**src/rtl/ddr_rx_pkg.sv**
```systemverilog
// Shared definitions for the HDR-DDR receive sequencer: RX mode encodings,
// preamble codes, FSM state type and state-to-output helpers.
package ddr_rx_pkg;

  localparam logic [3:0] RX_PREAMBLE   = 4'b0000;
  localparam logic [3:0] RX_DESER_BYTE = 4'b0011;
  localparam logic [3:0] RX_CHK_TOKEN  = 4'b0101;
  localparam logic [3:0] RX_CHK_PAR    = 4'b0110;
  localparam logic [3:0] RX_CHK_CRC    = 4'b0111;
  localparam logic [3:0] RX_ERROR      = 4'b1111;

  localparam logic [1:0] PRE_DATA = 2'b11;
  localparam logic [1:0] PRE_CRC  = 2'b01;

  typedef enum logic [3:0] {
    ST_IDLE,
    ST_PRE0,
    ST_PRE1,
    ST_BYTE0,
    ST_BYTE1,
    ST_PAR,
    ST_TOKEN,
    ST_CRC,
    ST_ERR,
    ST_FIN
  } rx_state_t;

  // RX mode presented while the FSM sits in a given state.
  function automatic logic [3:0] state_to_mode(input rx_state_t s);
    logic [3:0] m;
    m = RX_PREAMBLE;
    case (s)
      ST_BYTE0, ST_BYTE1: m = RX_DESER_BYTE;
      ST_PAR:             m = RX_CHK_PAR;
      ST_TOKEN:           m = RX_CHK_TOKEN;
      ST_CRC:             m = RX_CHK_CRC;
      ST_ERR:             m = RX_ERROR;
      default:            m = RX_PREAMBLE;
    endcase
    return m;
  endfunction

  // RX stays enabled through the whole receive path and while error recovery runs.
  function automatic logic state_rx_en(input rx_state_t s);
    logic en;
    en = 1'b0;
    case (s)
      ST_PRE0, ST_PRE1, ST_BYTE0, ST_BYTE1,
      ST_PAR, ST_TOKEN, ST_CRC, ST_ERR: en = 1'b1;
      default:                          en = 1'b0;
    endcase
    return en;
  endfunction

endpackage

```
**src/rtl/ddr_rx_sequencer.sv**
```systemverilog
// HDR-DDR receive sequencer for controller-read transfers.
//
// state | meaning
// ------+---------------------------------------------------------------
// IDLE  | waiting for a start request, RX disabled
// PRE0  | collecting first preamble bit
// PRE1  | collecting second preamble bit, decode data word / CRC word
// BYTE0 | deserializing first byte of a data word
// BYTE1 | deserializing second byte of a data word
// PAR   | parity check of the data word, counts the word on success
// TOKEN | CRC word token check
// CRC   | CRC value check
// ERR   | error reported, waiting for RX error recovery to finish
// FIN   | last chance for a late RX error, then good completion
module ddr_rx_sequencer
  import ddr_rx_pkg::*;
#(
  parameter int MAX_WORDS = 16,
  parameter int WCNT_W    = 5
) (
  input  logic              i_sys_clk,
  input  logic              i_sys_rst,
  input  logic              i_sclgen_scl_pos_edge,
  input  logic              i_sclgen_scl_neg_edge,
  input  logic              i_ccc_start,
  input  logic              i_ccc_abort,
  input  logic              i_rx_mode_done,
  input  logic              i_rx_pre,
  input  logic              i_rx_error,
  input  logic              i_rx_error_done,
  output logic              o_rx_en,
  output logic [3:0]        o_rx_mode,
  output logic              o_byte_valid,
  output logic [WCNT_W-1:0] o_word_count,
  output logic              o_busy,
  output logic              o_done,
  output logic              o_error
);

  localparam logic [WCNT_W-1:0] MAX_CNT = WCNT_W'(MAX_WORDS);

  rx_state_t         r_state;
  logic              r_armed;
  logic              r_pre0;
  logic              r_chk_win;
  logic              r_rx_en;
  logic [3:0]        r_rx_mode;
  logic              r_byte_valid;
  logic [WCNT_W-1:0] r_word_count;
  logic              r_busy;
  logic              r_done;
  logic              r_error;

  rx_state_t         w_next_state;
  logic              w_in_pre;
  logic              w_in_chk;
  logic              w_sample;
  logic              w_err_hit;
  logic              w_armed_nxt;
  logic              w_pre0_nxt;
  logic              w_chk_win_nxt;
  logic [WCNT_W-1:0] w_cnt_nxt;
  logic [WCNT_W-1:0] w_cnt_inc;
  logic              w_byte_valid_nxt;
  logic              w_done_nxt;

  assign w_in_pre  = (r_state == ST_PRE0) || (r_state == ST_PRE1);
  assign w_in_chk  = (r_state == ST_PAR) || (r_state == ST_TOKEN) || (r_state == ST_CRC);
  // A preamble bit is only trusted once SCL has actually toggled since the last sample.
  assign w_sample  = w_in_pre && r_armed && i_rx_mode_done;
  // RX flags check errors one cycle late, so the cycle after a check state still counts.
  assign w_err_hit = i_rx_error && (w_in_chk || r_chk_win);
  assign w_cnt_inc = (r_word_count >= MAX_CNT) ? r_word_count : r_word_count + WCNT_W'(1);

  // Next-state and next-output decode; abort overrides everything at the end.
  always_comb begin
    w_next_state     = r_state;
    w_pre0_nxt       = r_pre0;
    w_cnt_nxt        = r_word_count;
    w_byte_valid_nxt = 1'b0;
    w_done_nxt       = 1'b0;
    case (r_state)
      ST_IDLE: begin
        if (i_ccc_start) begin
          w_next_state = ST_PRE0;
          w_cnt_nxt    = '0;
        end
      end
      ST_PRE0: begin
        if (w_err_hit) begin
          w_next_state = ST_ERR;
        end else if (w_sample) begin
          w_pre0_nxt   = i_rx_pre;
          w_next_state = ST_PRE1;
        end
      end
      ST_PRE1: begin
        if (w_sample) begin
          case ({r_pre0, i_rx_pre})
            PRE_DATA: w_next_state = (r_word_count >= MAX_CNT) ? ST_ERR : ST_BYTE0;
            PRE_CRC:  w_next_state = ST_TOKEN;
            default:  w_next_state = ST_ERR;
          endcase
        end
      end
      ST_BYTE0: begin
        if (i_rx_mode_done) begin
          w_byte_valid_nxt = 1'b1;
          w_next_state     = ST_BYTE1;
        end
      end
      ST_BYTE1: begin
        if (i_rx_mode_done) begin
          w_byte_valid_nxt = 1'b1;
          w_next_state     = ST_PAR;
        end
      end
      ST_PAR: begin
        if (w_err_hit) begin
          w_next_state = ST_ERR;
        end else if (i_rx_mode_done) begin
          w_cnt_nxt    = w_cnt_inc;
          w_next_state = ST_PRE0;
        end
      end
      ST_TOKEN: begin
        if (w_err_hit) begin
          w_next_state = ST_ERR;
        end else if (i_rx_mode_done) begin
          w_next_state = ST_CRC;
        end
      end
      ST_CRC: begin
        if (w_err_hit) begin
          w_next_state = ST_ERR;
        end else if (i_rx_mode_done) begin
          w_next_state = ST_FIN;
        end
      end
      ST_FIN: begin
        // Completion is only reported once the late-error window has closed.
        if (w_err_hit) begin
          w_next_state = ST_ERR;
        end else begin
          w_done_nxt   = 1'b1;
          w_next_state = ST_IDLE;
        end
      end
      ST_ERR: begin
        if (i_rx_error_done) begin
          w_next_state = ST_IDLE;
        end
      end
      default: w_next_state = ST_IDLE;
    endcase
    if (i_ccc_abort) begin
      w_next_state     = ST_IDLE;
      w_cnt_nxt        = r_word_count;
      w_byte_valid_nxt = 1'b0;
      w_done_nxt       = 1'b0;
    end
  end

  // SCL-edge arming only lives while the FSM stays in the preamble states.
  always_comb begin
    w_armed_nxt = 1'b0;
    if (w_in_pre && ((w_next_state == ST_PRE0) || (w_next_state == ST_PRE1))) begin
      if (w_sample) begin
        w_armed_nxt = 1'b0;
      end else if (i_sclgen_scl_pos_edge || i_sclgen_scl_neg_edge) begin
        w_armed_nxt = 1'b1;
      end else begin
        w_armed_nxt = r_armed;
      end
    end
  end

  // Opens the one-cycle late-error window when leaving a check state.
  always_comb begin
    w_chk_win_nxt = w_in_chk && (w_next_state != r_state) && !i_ccc_abort;
  end

  // State, internal flags and registered outputs.
  always_ff @(posedge i_sys_clk or negedge i_sys_rst) begin
    if (!i_sys_rst) begin
      r_state      <= ST_IDLE;
      r_armed      <= 1'b0;
      r_pre0       <= 1'b0;
      r_chk_win    <= 1'b0;
      r_rx_en      <= 1'b0;
      r_rx_mode    <= RX_PREAMBLE;
      r_byte_valid <= 1'b0;
      r_word_count <= '0;
      r_busy       <= 1'b0;
      r_done       <= 1'b0;
      r_error      <= 1'b0;
    end else begin
      r_state      <= w_next_state;
      r_armed      <= w_armed_nxt;
      r_pre0       <= w_pre0_nxt;
      r_chk_win    <= w_chk_win_nxt;
      r_rx_en      <= state_rx_en(w_next_state);
      r_rx_mode    <= state_to_mode(w_next_state);
      r_byte_valid <= w_byte_valid_nxt;
      r_word_count <= w_cnt_nxt;
      r_busy       <= (w_next_state != ST_IDLE);
      r_done       <= w_done_nxt;
      r_error      <= (w_next_state == ST_ERR) && (r_state != ST_ERR);
    end
  end

  assign o_rx_en      = r_rx_en;
  assign o_rx_mode    = r_rx_mode;
  assign o_byte_valid = r_byte_valid;
  assign o_word_count = r_word_count;
  assign o_busy       = r_busy;
  assign o_done       = r_done;
  assign o_error      = r_error;

endmodule

```
**config.mk**
```make
export PLATFORM = sky130hd
export DESIGN_NAME = ddr_rx_sequencer
export DESIGN_NICKNAME = d
export VERILOG_FILES = /design/src/rtl/ddr_rx_pkg.sv /design/src/rtl/ddr_rx_sequencer.sv
export SDC_FILE = /design/constraint.sdc
export NUM_CORES = 1
export LEC_CHECK = 0
export CORE_ASPECT_RATIO = 1.4
export CORE_MARGIN = 5
export CORE_UTILIZATION = 50
export CTS_CLUSTER_DIAMETER = 120
export CTS_CLUSTER_SIZE = 10
export DETAILED_ROUTE_END_ITERATION = 6
export PLACE_DENSITY = 0.84
export SLEW_MARGIN = 40
export SYNTH_ARGS = -nofsm -noshare
export SYNTH_HDL_FRONTEND = slang
export SYNTH_SLANG_ARGS = --single-unit
export TNS_END_PERCENT = 50
```
**constraint.sdc**
```tcl
create_clock -name i_sys_clk -period 5.04 [get_ports i_sys_clk]
set_input_delay 0.756 -clock i_sys_clk [delete_from_list [all_inputs] [get_ports i_sys_clk]]
set_output_delay 0.756 -clock i_sys_clk [all_outputs]
set_load 0.02 [all_outputs]
```
==> key figures, run 1 <==
Status
  • Status: complete, no violations

CTS
  • Max Buffers Root-to-Sink: 2
  • Clk_lat worst skew: 0.26 ns
  • Hold_buf cts: 0
  • Clk root buf: clkbuf_8
  • Clk sink count: 21
  • CTS tree: built
  • Post-CTS setup buffers: 0
  • Post-cts sizing count: 0
  • H-tree levels: 1
  • Cts bufs inserted: 3
  • Worst-path clk slew: 0.08 ns

Yosys
  • Yosys cell types: slightly below 60
  • Post-synth ARST share: 100%
  • Mapped Cells: 158
  • Synth Register Bits: 21
  • Synth warnings: 0
  • Synthesized area: between 1500 and 2000 sq um
  • Synthesized area per cell: a little under 10 sq um
  • Sequential share of the synthesized area: roughly a third
  • Synthesized Nets: 169
  • Top_reg_cell synth: dfrtp_1
  • Post-synth EDFFs: 0

Route
  • Residual DRC: 0
  • Final ANT Viol Nets: 0
  • Initial DRC Count: a little under 50
  • Vias after detailed routing: around 1300
  • WL/cell: ~17 um
  • TritonRoute pass-1 iters: 4
  • WL final: 3480 um
  • Via-per-instance ratio: between 6 and 7

Die
  • DIE AREA: about 4300 sq um
  • Die Wd: roughly 57 um
  • Core Region: 2910 sq um
  • Die Height: around 75 um
  • Initial Util: between 50% and 60%
  • I/O pin count: 24
  • Row count: 23

Pwr
  • P per Cell Area: a little over 200 nW/um^2
  • Leakage: between 0.7 and 0.8 nW
  • Maximum vdd drop: between 0.00015 and 0.0002 V

Global route
  • Tot GR Track Use: between 10% and 20%
  • Initial antenna violation count: 0
  • Vias in the first global route: approximately 1300
  • Largest net degree at the start of global routing: 22
  • First-pass GRT wire length: around 6000 um
  • GR Overflow Total: 0

STA
  • Worst Skew: ~0.0012 ns
  • Least-Margin Pin Slew: about 0.76 ns
  • Final hold vios: 0
  • Unrepaired setup endpoints after global routing: false
  • Final count of pins violating max slew: 0
  • Slew HR: 49.6%
  • Final Setup Violations: 0
  • FMAX: ~0.38 GHz
  • Final worst path period share: a little over 50%
  • Setup ws final: roughly 2.4 ns
  • Setup TNS: 0 ns
  • Fin crit period: between 2 and 3 ns

Layout
  • Register area: around 530 sq um
  • Syn-to-layout area delta: 14.8%
  • Multi-input gate area: ~890 sq um
  • Layout cell share with drive strength beyond 1: 16.2%
  • Final Instance Area: around 1800 sq um
  • Commonest non-fill, non-tap cell in the layout: clkdlybuf4s50_1
  • Final core utilization: ~60%
  • Fill count: around 250
  • Commonest cells after routing, fill and taps aside: 22 x clkdlybuf4s50_1, 21 x dfrtp_1, 17 x nand2_1
  • # diodes: 0
  • # nets final: around 190

Setup path
  • Worst path arrival time: 2.80 ns
  • Critical path launch point type: primary input
  • Crit path required time: ~5.2 ns
  • CP Max Fanout: 12
  • Kind of critical path: primary input to register
  • Worst Setup End Kind: register

Job
  • Max cap viols: 0

Placed design
  • Placer Congestion: 0.913
  • Placed cell area: between 1500 and 2000 sq um
  • Dpl ws: about 2.2 ns
  • Port-buffer cells: 23
  • DPL Wire Length: 2660 um

Hold path
  • Worst Hold Class: primary input to async pin
## sequential cells by signal, indices dropped and copies added, names as in the netlist
name          flops
r_state           4
r_chk_win         1
o_word_count      5
o_rx_en           1
r_pre0            1
r_armed           1
o_error           1
o_busy            1
o_done            1
o_byte_valid      1
o_rx_mode         4
## where the power goes
group | total [mW] | switching (mW) | internal (mW)
sequential | 0.180 | 0.00734 | 0.173
clock | 0.110 | 0.0554 | 0.0550
combinational | 0.0626 | 0.0347 | 0.0278
## per-stage QoR
stage	power [mW]	hold slack (ns)	instances
6_report	0.353	0.447	210
5_1_grt	0.375	0.474	210
4_1_cts	0.358	0.459	210
3_5_place_dp	0.246	0.568	206
3_3_place_gp	0.244	0.549	206
2_1_floorplan	0.228	0.460	158
## area by class of cell
class	instances	share of cell area, %
Inverter	5	1.07
Sequential cell	21	29.9
Clock buffer	3	2.35
Clock inverter	1	0.285
Tap cell	37	2.64
Multi-Input combinational cell	120	50.9
Timing Repair Buffer	23	12.8
## cells by family after synthesis
kind of cell             after synthesis  share of synthesized area (%)
AO/OA/AOI/OAI                         52                           27.5
XOR/XNOR                               1                          0.572
adder cells (fa/ha/maj)                1                          0.818
buffers and inverters                 17                           7.20
flip-flops                            21                           34.3
multiplexers                           5                           3.43
AND/OR/NAND/NOR                       61                           26.2
## synthesized netlist by cell type (all sizes together) (2+ instances only)
master / number / share of area [%]
a31oi: 4 / 1.6
buf: 11 / 5.7
mux2i: 3 / 2.0
o21ai: 9 / 2.9
nand4: 2 / 1.8
a21oi: 9 / 3.4
a22o: 2 / 1.1
and3: 3 / 1.2
nand3b: 3 / 1.5
mux2: 2 / 1.5
nand2b: 6 / 3.9
inv: 5 / 1.2
dfrtp: 21 / 34
nor3b: 3 / 1.8
nand2: 17 / 4.2
o211ai: 4 / 2.3
a32o: 2 / 1.3
a2111oi: 2 / 2.8
nor2: 10 / 2.5
a21o: 2 / 0.98
nor2b: 5 / 2.5
nand3: 2 / 0.98
o311ai: 2 / 2.3
or2: 2 / 0.82
a211oi: 2 / 0.98
nor3: 2 / 1.3
a2bb2oi: 2 / 1.1
o22ai: 4 / 2.0
## per-layer routing
layer	track usage (%)	wire (um)	vias up
li1	-	-	618
met3	3.05	241	8
met4	7.47	70	0
met5	0	0	-
met2	31.5	1840	55
met1	20.5	1330	627
## worst max-delay path, stage by stage
cell and delay [ns]:
clkdlybuf4s50_1 0.69, nand2_1 0.18, a2111oi_2 0.50, a21oi_1 0.14, a31o_1 0.28, nor2b_4 0.14
a21oi_1 0.10
## path summary, 6_finish.rpt
check	startpoint	end	slack, ns	depth (start not counted)
setup / recovery	i_rx_mode_done	o_rx_mode[0]	2.43	7
hold / removal	i_sys_rst	o_word_count[0]	0.45	1
setup reg to reg	r_state[1]	o_error	2.69	6
hold reg to reg	r_pre0	r_pre0	0.59	1
max in group asynchronous	i_sys_rst	r_armed	4.27	1
min in group i_sys_clk	r_pre0	r_pre0	0.59	1
No activity file was read; power rests on OpenSTA's default activity.
==> run 2: changes to the inputs <==
==> constraint.sdc (replaced) <==
create_clock -name i_sys_clk -period 2.4 [get_ports i_sys_clk]
set_input_delay 0.36 -clock i_sys_clk [delete_from_list [all_inputs] [get_ports i_sys_clk]]
set_output_delay 0.36 -clock i_sys_clk [all_outputs]
set_load 0.02 [all_outputs]
==> run 2 against run 1 <==
  * Via count increased by 4.0%
  * Combinational power increased by 140%
  * Clock power increased by 110%
  * First-iteration DRC count decreased by 20%
  * Sequential cell count unchanged
  * Sequential power increased by 110%
  * Final area increased by 5.0%
  * Clock skew increased by 0.0044 ns
  * Worst setup slack got worse by 2.1 ns
  * Critical path type is now register to register
==> key figures, run 2 (synthesis results as in run 1) <==
CTS
  • Cts bufs inserted: 3 (unchanged)
  • Clk_lat worst skew: 0.26 ns (about the same)
  • Post-cts sizing count: 0 (unchanged)
  • Post-CTS setup buffers: 0 (unchanged)
  • Worst-path clk slew: 0.08 ns (about the same)
  • Clk root buf: clkbuf_8
  • H-tree levels: 1 (unchanged)
  • CTS tree: built
  • Max Buffers Root-to-Sink: 2 (unchanged)
  • Hold_buf cts: 0 (unchanged)
  • Clk sink count: 21 (unchanged)

Layout
  • Fill count: 251 (+0.80%)
  • Commonest cells after routing, fill and taps aside: 23 x clkdlybuf4s50_1, 21 x dfrtp_1, 17 x nand2_1
  • Largest register FFs: 5 (unchanged)
  • # nets final: 196 (+5.9%)
  • Layout cell share with drive strength beyond 1: 20.7% (+4.5 points)
  • Commonest non-fill, non-tap cell in the layout: clkdlybuf4s50_1
  • Multi-input gate area: 895 sq um (unchanged)
  • Final std cells w/o fill: 221 (+5.2%)
  • Register area: 526 sq um (unchanged)
  • Syn-to-layout area delta: 20.5%
  • # diodes: 0 (unchanged)

Die
  • Initial Util: 52.6% (unchanged)
  • I/O pin count: 24 (unchanged)
  • Row count: 23 (unchanged)
  • Die Wd: 56.8 um (unchanged)
  • Die Height: 75.5 um (unchanged)
  • DIE AREA: 4280 sq um (unchanged)
  • Core Region: 2910 sq um (unchanged)

STA
  • Final count of pins violating max slew: 0 (unchanged)
  • Unrepaired setup endpoints after global routing: false
  • Final worst path period share: a little under 90%
  • Fin crit period: roughly 2.1 ns
  • Final hold vios: 0 (unchanged)
  • Setup TNS: 0 ns (unchanged)
  • Slew HR: 67.7% (+18 points)
  • Worst Skew: 0.00560 ns (+0.00441 ns)
  • Worst hold slack: 0.441 ns (-0.00601 ns)
  • Final Setup Violations: 0 (unchanged)
  • Least-Margin Pin Slew: 0.479 ns (-0.278 ns)
  • FMAX: between 0.4 and 0.5 GHz

Setup path
  • Worst Setup End Kind: register
  • Reg2reg path depth: 7 (+1)
  • Crit path required time: 2.59 ns (-2.64 ns)
  • Kind of critical path: register to register
  • Critical path launch point type: register
  • Worst path arrival time: 2.29 ns (-0.51 ns)
  • CP Max Fanout: 10 (-2)

Route
  • Residual DRC: 0 (unchanged)
  • Initial DRC Count: 39 (-20%)
  • Vias after detailed routing: 1360 (+4.0%)
  • WL final: 3910 um (+12%)
  • WL/cell: 17.7 um (+6.8%)
  • TritonRoute pass-1 iters: 4 (unchanged)
  • Final ANT Viol Nets: 0 (unchanged)
  • Via-per-instance ratio: 6.15 (-1.2%)

Hold path
  • Worst Hold Class: primary input to async pin

Placed design
  • Port-buffer cells: 23 (unchanged)
  • Placer Congestion: 0.929 (+1.7%)
  • DPL Wire Length: 3000 um (+13%)
  • Inst Count DP: 217 (+5.3%)

Global route
  • First-pass GRT wire length: 6590 um (+11%)
  • Tot GR Track Use: 19.8% (+2.3 points)
  • Largest net degree at the start of global routing: 22 (unchanged)
  • GR Overflow Total: 0 (unchanged)
  • Vias in the first global route: 1374 (+6.8%)
  • Initial antenna violation count: 0 (unchanged)

Pwr
  • Leakage: 0.780 nW (+7.8%)
  • Total power: 0.758 mW (+110%)
  • P per Cell Area: 411 nW/um^2 (+100%)
  • Maximum vdd drop: 0.000412 V (+120%)

Status
  • Status: complete, no violations

Job
  • Max cap viols: 0 (unchanged)
run 2: changes by cell type in the layout (fill, tap and decap cells not counted), sizes merged:
cell and change:
buf +10, clkdlybuf4s50 +1
run 2: where the power goes:
| part | switching, mW | internal, mW |
|---|---|---|
| combinational | 0.0801 | 0.0687 |
| sequential | 0.0132 | 0.363 |
| clock | 0.117 | 0.116 |
run 2: path summary, 6_finish.rpt:
check,start,endpoint,slack [ns]
min in group i_sys_clk,o_word_count[3],o_word_count[3],0.58
max reg2reg,r_state[1],o_error,0.30
min,i_sys_rst,o_word_count[1],0.44
max in group asynchronous,i_sys_rst,o_error,1.73
min reg2reg,o_word_count[3],o_word_count[3],0.58
max,r_state[1],o_error,0.30
run 2: per-layer routing:
metal	global-route usage [%]	up-vias	wire length [um]
met2	36.9	63	2130
met1	22.3	643	1440
li1	-	637	-
met4	9.02	0	128
met5	0	-	0
met3	3.05	17	213
run 2: through the flow:
step	area, sq um	utilization [%]	worst slack, ns
5_1_grt	1840	63.5	0.150
3_3_place_gp	1800	61.9	0.155
3_5_place_dp	1800	61.9	0.0948
6_report	1840	63.5	0.300
2_1_floorplan	1530	-	0.690
4_1_cts	1840	63.5	0.335
run 2: critical path: stages (launching register included):
cell	delay, ns
dfrtp_1	0.55
buf_4	0.28
nand2b_4	0.08
a2111oi_2	0.45
a21oi_1	0.16
a21oi_2	0.28
nand2b_4	0.09
a31oi_1	0.13
run 2: area by class of cell:
cell class,count,area share (%)
sequential,21,28.5
timing repair buffer,34,17.0
multi-input combinational,120,48.5
tap,37,2.51
inverter,5,1.02
clock inverter,1,0.271
clock buffer,3,2.24
